### src/rtl/multiword_add_seq.sv
// Splits one WORDS*N-bit add/subtract into N-bit slices for an external adder, LSW first.
// Latency: an operation accepted at edge T shows out_valid after edge T+WORDS.
// Backpressure: in_ready is high only in IDLE; the result and flags are held in DONE until out_ready.
//
// Ports:
//   clk, rst                      clock (rising edge), synchronous active-high reset
//   in_valid/in_ready             operation handshake; in_a, in_b, in_cin, in_sub are the operands
//   add_a/add_b/add_cin           slice driven to the external combinational adder
//   add_sum/add_cout              adder response, used within the same cycle
//   out_valid/out_ready           result handshake; out_sum, out_cout, out_ovf, out_zero are the result
module multiword_add_seq #(
    parameter int N     = 8,
    parameter int WORDS = 4
) (
    input  logic               clk,
    input  logic               rst,
    input  logic               in_valid,
    output logic               in_ready,
    input  logic [N*WORDS-1:0] in_a,
    input  logic [N*WORDS-1:0] in_b,
    input  logic               in_cin,
    input  logic               in_sub,
    output logic [N-1:0]       add_a,
    output logic [N-1:0]       add_b,
    output logic               add_cin,
    input  logic [N-1:0]       add_sum,
    input  logic               add_cout,
    output logic               out_valid,
    input  logic               out_ready,
    output logic [N*WORDS-1:0] out_sum,
    output logic               out_cout,
    output logic               out_ovf,
    output logic               out_zero
);

    localparam int W  = N * WORDS;
    localparam int IW = (WORDS > 1) ? $clog2(WORDS) : 1;
    localparam logic [IW-1:0] LAST = IW'(WORDS - 1);

    typedef enum logic [1:0] {IDLE, RUN, DONE} state_t;

    state_t         state;
    state_t         state_nxt;
    logic [W-1:0]   op_a;
    logic [W-1:0]   op_b;      // already inverted for subtract
    logic [W-1:0]   res;
    logic [W-1:0]   res_nxt;
    logic           carry;
    logic [IW-1:0]  idx;
    logic           last_slice;

    always_ff @(posedge clk) begin
        if (rst) begin
            state <= IDLE;
        end else begin
            state <= state_nxt;
        end
    end

    always_comb begin
        state_nxt  = state;
        in_ready   = 1'b0;
        out_valid  = 1'b0;
        add_a      = '0;
        add_b      = '0;
        add_cin    = 1'b0;
        last_slice = 1'b0;
        case (state)
            IDLE: begin
                in_ready = 1'b1;
                if (in_valid) begin
                    state_nxt = RUN;
                end
            end
            RUN: begin
                add_a      = op_a[idx*N +: N];
                add_b      = op_b[idx*N +: N];
                add_cin    = carry;
                last_slice = (idx == LAST);
                if (last_slice) begin
                    state_nxt = DONE;
                end
            end
            DONE: begin
                out_valid = 1'b1;
                if (out_ready) begin
                    state_nxt = IDLE;
                end
            end
            default: state_nxt = IDLE;
        endcase
    end

    // Result with the current slice merged in; on the last slice this is the
    // complete sum, so the output register and flags load from it directly.
    always_comb begin
        res_nxt              = res;
        res_nxt[idx*N +: N]  = add_sum;
    end

    always_ff @(posedge clk) begin
        if (rst) begin
            op_a     <= '0;
            op_b     <= '0;
            res      <= '0;
            carry    <= 1'b0;
            idx      <= '0;
            out_sum  <= '0;
            out_cout <= 1'b0;
            out_ovf  <= 1'b0;
            out_zero <= 1'b0;
        end else begin
            case (state)
                IDLE: begin
                    if (in_valid) begin
                        op_a  <= in_a;
                        op_b  <= in_sub ? ~in_b : in_b;
                        carry <= in_sub | in_cin;
                        idx   <= '0;
                    end
                end
                RUN: begin
                    res   <= res_nxt;
                    carry <= add_cout;
                    idx   <= idx + IW'(1);
                    if (last_slice) begin
                        out_sum  <= res_nxt;
                        out_cout <= add_cout;
                        out_ovf  <= (op_a[W-1] == op_b[W-1]) && (res_nxt[W-1] != op_a[W-1]);
                        out_zero <= (res_nxt == '0);
                    end
                end
                default: ;
            endcase
        end
    end

endmodule

### config.mk
export PLATFORM = sky130hd
export DESIGN_NAME = multiword_add_seq
export DESIGN_NICKNAME = d
export VERILOG_FILES = /design/src/rtl/multiword_add_seq.sv
export SDC_FILE = /design/constraint.sdc
export NUM_CORES = 1
export LEC_CHECK = 0
export ABC_AREA = 0
export BUFFER_PORTS_ARGS = -buffer_cell sky130_fd_sc_hd__clkbuf_2
export CORE_MARGIN = 8
export CORE_UTILIZATION = 49
export DETAILED_ROUTE_END_ITERATION = 16
export HOLD_SLACK_MARGIN = 0.05
export PLACE_DENSITY = 0.78
export SYNTH_ARGS = -nofsm -noshare
export SYNTH_HDL_FRONTEND = slang
export SYNTH_SLANG_ARGS = --single-unit
### constraint.sdc
create_clock -name clk -period 2.6 [get_ports clk]
set_input_delay 0.65 -clock clk [delete_from_list [all_inputs] [get_ports clk]]
set_output_delay 0.65 -clock clk [all_outputs]
set_load 0.1 [all_outputs]
# ---- Word-level counts from Yosys, hierarchy flattened
# Cells that the tools add are included.
dict set report word_totals {
  elab_cells 50
  ff_bits 136
  latch_bits 0
  ram_bits 0
  output_inout_bits 54
  n_memories 0
  in_bits 79
  rom_bits 0
}
dict set report op_classes {
  reduce_logical 8
  add_sub_neg 2
  mul 0
  n_lt_le_gt_ge 0
  shifts 4
  muxes 16
  n_bitwise 2
  div 0
  n_eq_ne 8
}
# op count
set ops {}
lappend ops {{$shiftx A32 B6 Y8} 2}
lappend ops {{$neg A5 Y34} 1}
lappend ops {{$shift A8 B34 Y32 const A} 1}
lappend ops {{$shiftx A8 B34 Y32} 1}
lappend ops {{$bwmux W32} 1}
lappend ops {{$logic_not A32 Y1} 1}
lappend ops {{$mux W32} 1}
lappend ops {{$not A32 Y32} 1}
lappend ops {{$mux W8} 2}
lappend ops {{$mux W2} 4}
lappend ops {{$ne A2 B2 Y1 const B} 3}
lappend ops {{$pmux W2 S3} 1}
lappend ops {{$reduce_and A2 Y1} 3}
lappend ops {{$mux W1} 5}
lappend ops {{$eq A2 B2 Y1 const B} 2}
lappend ops {{$pmux W2 S2} 1}
lappend ops {{$reduce_and A3 Y1} 1}
lappend ops {{$add A2 B1 Y2 const B} 1}
lappend ops {{$eq A2 B1 Y1 const B} 1}
lappend ops {{$logic_not A2 Y1} 1}
lappend ops {{$pmux W1 S2} 1}
lappend ops {{$reduce_bool A2 Y1} 1}
lappend ops {{$eq A1 B1 Y1} 1}
lappend ops {{$logic_and A1 B1 Y1} 1}
lappend ops {{other kinds (2)} 2}

# ---- Logic depth before layout (Yosys ltp)
dict set report depth {
  depth_word 5
  mapped_depth 10
  depth_no_buf 7
}

# ---- Least setup slack after synthesis
# Ideal clock, no wire load.
dict set report synth_timing {
  kind {reg2reg}
  from {register state[1]}
  to {register op_b[22]}
  setup_slack_ps -253
  n_path_buf 3
  required_time_ps 2462
  synth_period_minus_slack_ps 2853
  setup_time_ps 138
  stages_incl_launch_ff 7
  arrival_ps 2715
  cell_sequence {dfxtp_1 > nor2_1 > and2_1 > clkbuf_1 > buf_2 > buf_1 > a211oi_1}
}
dict set report synth_between {
  elab_chain_len 2
}
# item line
set synth_lines {}
lappend synth_lines {{start: declaration} 42} ;# state_t state;
lappend synth_lines {{start signal: assignment} 56} ;# state <= state_nxt;
lappend synth_lines {{$logic_not A2 Y1} 113} ;# case (state)
lappend synth_lines {{$reduce_and A2 Y1 (no source line)} n/a}
lappend synth_lines {{end signal: assignment} 117} ;# op_b <= in_sub ? ~in_b : in_b;
lappend synth_lines {{end: declaration} 45} ;# logic [W-1:0] op_b;
# No other way between the ends.
# A chain may end at the register's enable or synchronous reset.

# ---- Worst setup path in the final report
dict set report layout_timing {
  from {register idx[0]}
  to {output add_a[3]}
}
dict set report layout_between {
  elab_chain_len 2
}
# item line
set layout_lines {}
lappend layout_lines {{start: declaration} 49} ;# logic [IW-1:0] idx;
lappend layout_lines {{start signal: assignment} 125} ;# idx <= idx + IW'(1);
lappend layout_lines {{$shiftx A32 B6 Y8} 76} ;# add_a = op_a[idx*N +: N];
lappend layout_lines {{$mux W8} 68} ;# case (state)
lappend layout_lines {{end: declaration} 23} ;# output logic [N-1:0] add_a,
# No other way between the ends.

==> key figures <==
Run status
  • Outcome: finished, final reports clean

Floorplanning
  • Io pins: between 100 and 150
  • Initial core utilization: 0.501
  • Die height: 127 µm
  • Core footprint: between 10,000 and 15,000 µm²
  • Full die area: 16,100 µm²
  • Die X: 127 µm
  • Num rows: 40

Logic synthesis
  • Avg Cell Area, Syn: ~8.9 µm²
  • Prevailing post-synth register cell: dfxtp_1
  • Post-Syn Nets: 762
  • EDFF count, synth: 0
  • Synth async-reset ratio: 0
  • #FFs+latches synth: approximately 140
  • Cells after synthesis: between 600 and 700
  • Synth warn: 0
  • Post-Synth Simple-Gate Area: 0.175
  • Synth Area in Adders: 0.0125
  • Count of cell types in the netlist: 45
  • Post-synthesis compound-gate area fraction: 0.210
  • Largest family of logic cells by synthesized area: compound AO/OA/AOI/OAI gates
  • XOR/XNOR Fraction of Synth Area: 0.0466
  • Mux contribution to synthesized area: 0.0617
  • Mapped Area: 6020 µm²
  • Sequential share of the synthesized area: 0.452

Route
  • Detailed Route WL: 16.2 mm
  • Via count: 5,342
  • Post-DRT Antenna Nets: 0
  • Vias/cell: 5.67
  • Drt first-iter violations: ~460
  • DRC viols: 0
  • TritonRoute pass-1 iters: 5
  • Routed len/inst: 17.1 µm

Global route
  • Gr ovfl total: 0
  • GRT Total Usage: 0.206
  • Initial antenna violation count: 0
  • First-pass GRT wire length: 26.8 mm
  • Number of global-route vias before repair: approximately 5.4k
  • Largest net degree at the start of global routing: 134

Cells and area
  • Layout area overhead: 26.6%
  • FF/Latch Area: 2730 µm²
  • Filler Cells Inserted: 1,014
  • Antenna diode count: 0
  • Most common cell after layout, fill and taps aside: dfxtp_1
  • Fin area: 7620 µm²
  • Layout Cells excl Fill: 942
  • Final core utilization: 0.635
  • Layout cell share with drive strength beyond 1: 0.259
  • NumNets Final: 870
  • Footprint of the multi-input gates: 3070 µm²
  • Most frequent cells in the layout: dfxtp_1 (135), clkbuf_2 (114), nor2_1 (107)

Setup path
  • Crit path max fanout: 9
  • Setup crit start kind: flop
  • Crit Path Class: flop to primary output
  • Worst setup EP type: primary output
  • Signal arrival time at the worst endpoint: 1880 ps
  • Data required, critical path: 1950 ps

Placement
  • Post-Place Setup Slack: 312 ps
  • DP HPWL: between 10 and 15 mm
  • RD Place Congestion: 0.869
  • I/O Buffers: around 130
  • Post-Place Cells: 910
  • Area post-placement: 7030 µm²

Timing
  • Setup ws final: between 70 and 80 ps
  • RSZ-0062 raised after global routing: no
  • Fin crit period: 2530 ps
  • Slew HR: 0.590
  • Max Freq: 396 MHz
  • Slew Viols, Final: 0
  • Worst-Margin Slew: 614 ps
  • Final worst-path cycle share: 0.972
  • Final setup vio count: 0
  • Final Skew: 10.8 ps
  • Fin Setup TNS: 0 ps
  • Fin. Hold Viols: 0

Power
  • Max VDD drop: 0.449 mV
  • Cell internal pwr: 3900 µW
  • Sw Share: 0.264
  • Switching power: 1400 µW
  • Comb pwr share: 0.156
  • Flop pwr share: 0.432
  • Clock power share: 0.412
  • Pwr dens: 695 nW/µm²
  • Leakage: 0.00291 µW

Clocking
  • Root buffer cell: clkbuf_16
  • H-Tree Depth: 4
  • Clock-pin slew on the worst setup and hold paths: 60 ps
  • CTS tree: yes
  • Cts-stage hold buffer count: 0
  • Worst skew pair latency: 420 ps
  • CTS Buf Count: 17
  • Max clock buf depth: 2
  • CTS sink count: 136

Job
  • Max Cap Viol: 0

Hold path
  • Hold Path Class: primary input to flop
==> metrics by stage <==
| step | hold WS [ps] | total power (µW) |
|---|---|---|
| 2_1_floorplan | 433 | 2870 |
| 3_3_place_gp | 441 | 3110 |
| 3_5_place_dp | 445 | 3130 |
| 4_1_cts | 432 | 5330 |
| 5_1_grt | 454 | 5510 |
| 6_report | 444 | 5300 |
==> worst paths after layout <==
check	from	cells past startpoint	end	slack, ps
worst max-delay path	idx[0]	4	add_a[3]	70
worst min-delay path	in_a[26]	3	op_a[26]	440
worst max register to register	idx[0]	8	res[10]	230
worst min register to register	op_a[15]	2	op_a[15]	450
==> cell usage after synthesis (2+ instances only) <==
cell	instances	share of area
a211oi_1	90	0.11
a2111oi_0	2	0.0029
a32oi_1	3	0.0044
and4_1	2	0.0029
buf_1	7	0.0044
o311ai_0	2	0.0029
nor2b_1	10	0.010
or3_1	2	0.0021
clkbuf_1	48	0.030
nand3_1	4	0.0033
nand2b_1	3	0.0031
mux4_2	16	0.060
dfxtp_1	136	0.45
buf_2	3	0.0025
ha_1	6	0.012
nor3_1	6	0.0050
a21oi_1	44	0.037
o21ai_0	4	0.0033
xnor2_1	32	0.047
a221oi_1	3	0.0044
nor4_1	2	0.0021
a22oi_1	19	0.024
a21boi_0	2	0.0025
a31oi_1	5	0.0052
nand2_1	77	0.048
and2_1	19	0.020
inv_1	5	0.0031
nor2_1	108	0.067
==> layer usage <==
metal,up-vias,GRT usage,share of wire
met1,2491,0.235,0.40
met2,209,0.339,0.48
met4,0,0.0679,0.016
met3,27,0.0897,0.095
li1,2615,-,-
met5,-,0,0
==> power by group through the flow <==
stage / Sequential (µW) / Combinational, µW / Clock [µW]
global route: 2300 / 902 / 2310
detailed placement: 2330 / 805 / 0
global placement: 2320 / 781 / 0
CTS: 2290 / 830 / 2220
finish: 2290 / 826 / 2180
floorplan: 2310 / 564 / 0
==> cell type report <==
| class | count | area share |
|---|---|---|
| timing repair buffer | 148 | 0.142 |
| inverter | 6 | 0.00295 |
| clock inverter | 3 | 0.00197 |
| tap | 147 | 0.0241 |
| sequential | 136 | 0.358 |
| clock buffer | 26 | 0.0681 |
| multi-input combinational | 476 | 0.403 |
==> logic make-up (layout without fill, tap and decap cells) <==
kind of cell    after synthesis  count (layout)
buf+inv                      65             183
flops                       136             136
xor+xnor                     32              32
mux                          17              17
fa+ha+maj                     6               6
compound gates              182             182
simple gates                239             239
==> registers in the layout, indices dropped and copies added (netlist names) <==
name      cells
out_ovf       1
state         2
idx           2
out_sum      32
op_b         32
out_zero      1
op_a         32
carry         1
res          32
out_cout      1
==> repair_timing <==
action | 4_1_cts | 5_1_grt
setup endpoints to repair | 16 | 6
resized for setup | 6 | 2
gates cloned | 1 | 0
buffers inserted | 2 | 0
==> critical path: stages (launching register included) <==
cell and delay [ps]:
dfxtp_4 390, buf_12 160, mux4_2 510, and2_1 220, buf_12 180
Note: power is estimated with default switching activity, not from simulation.
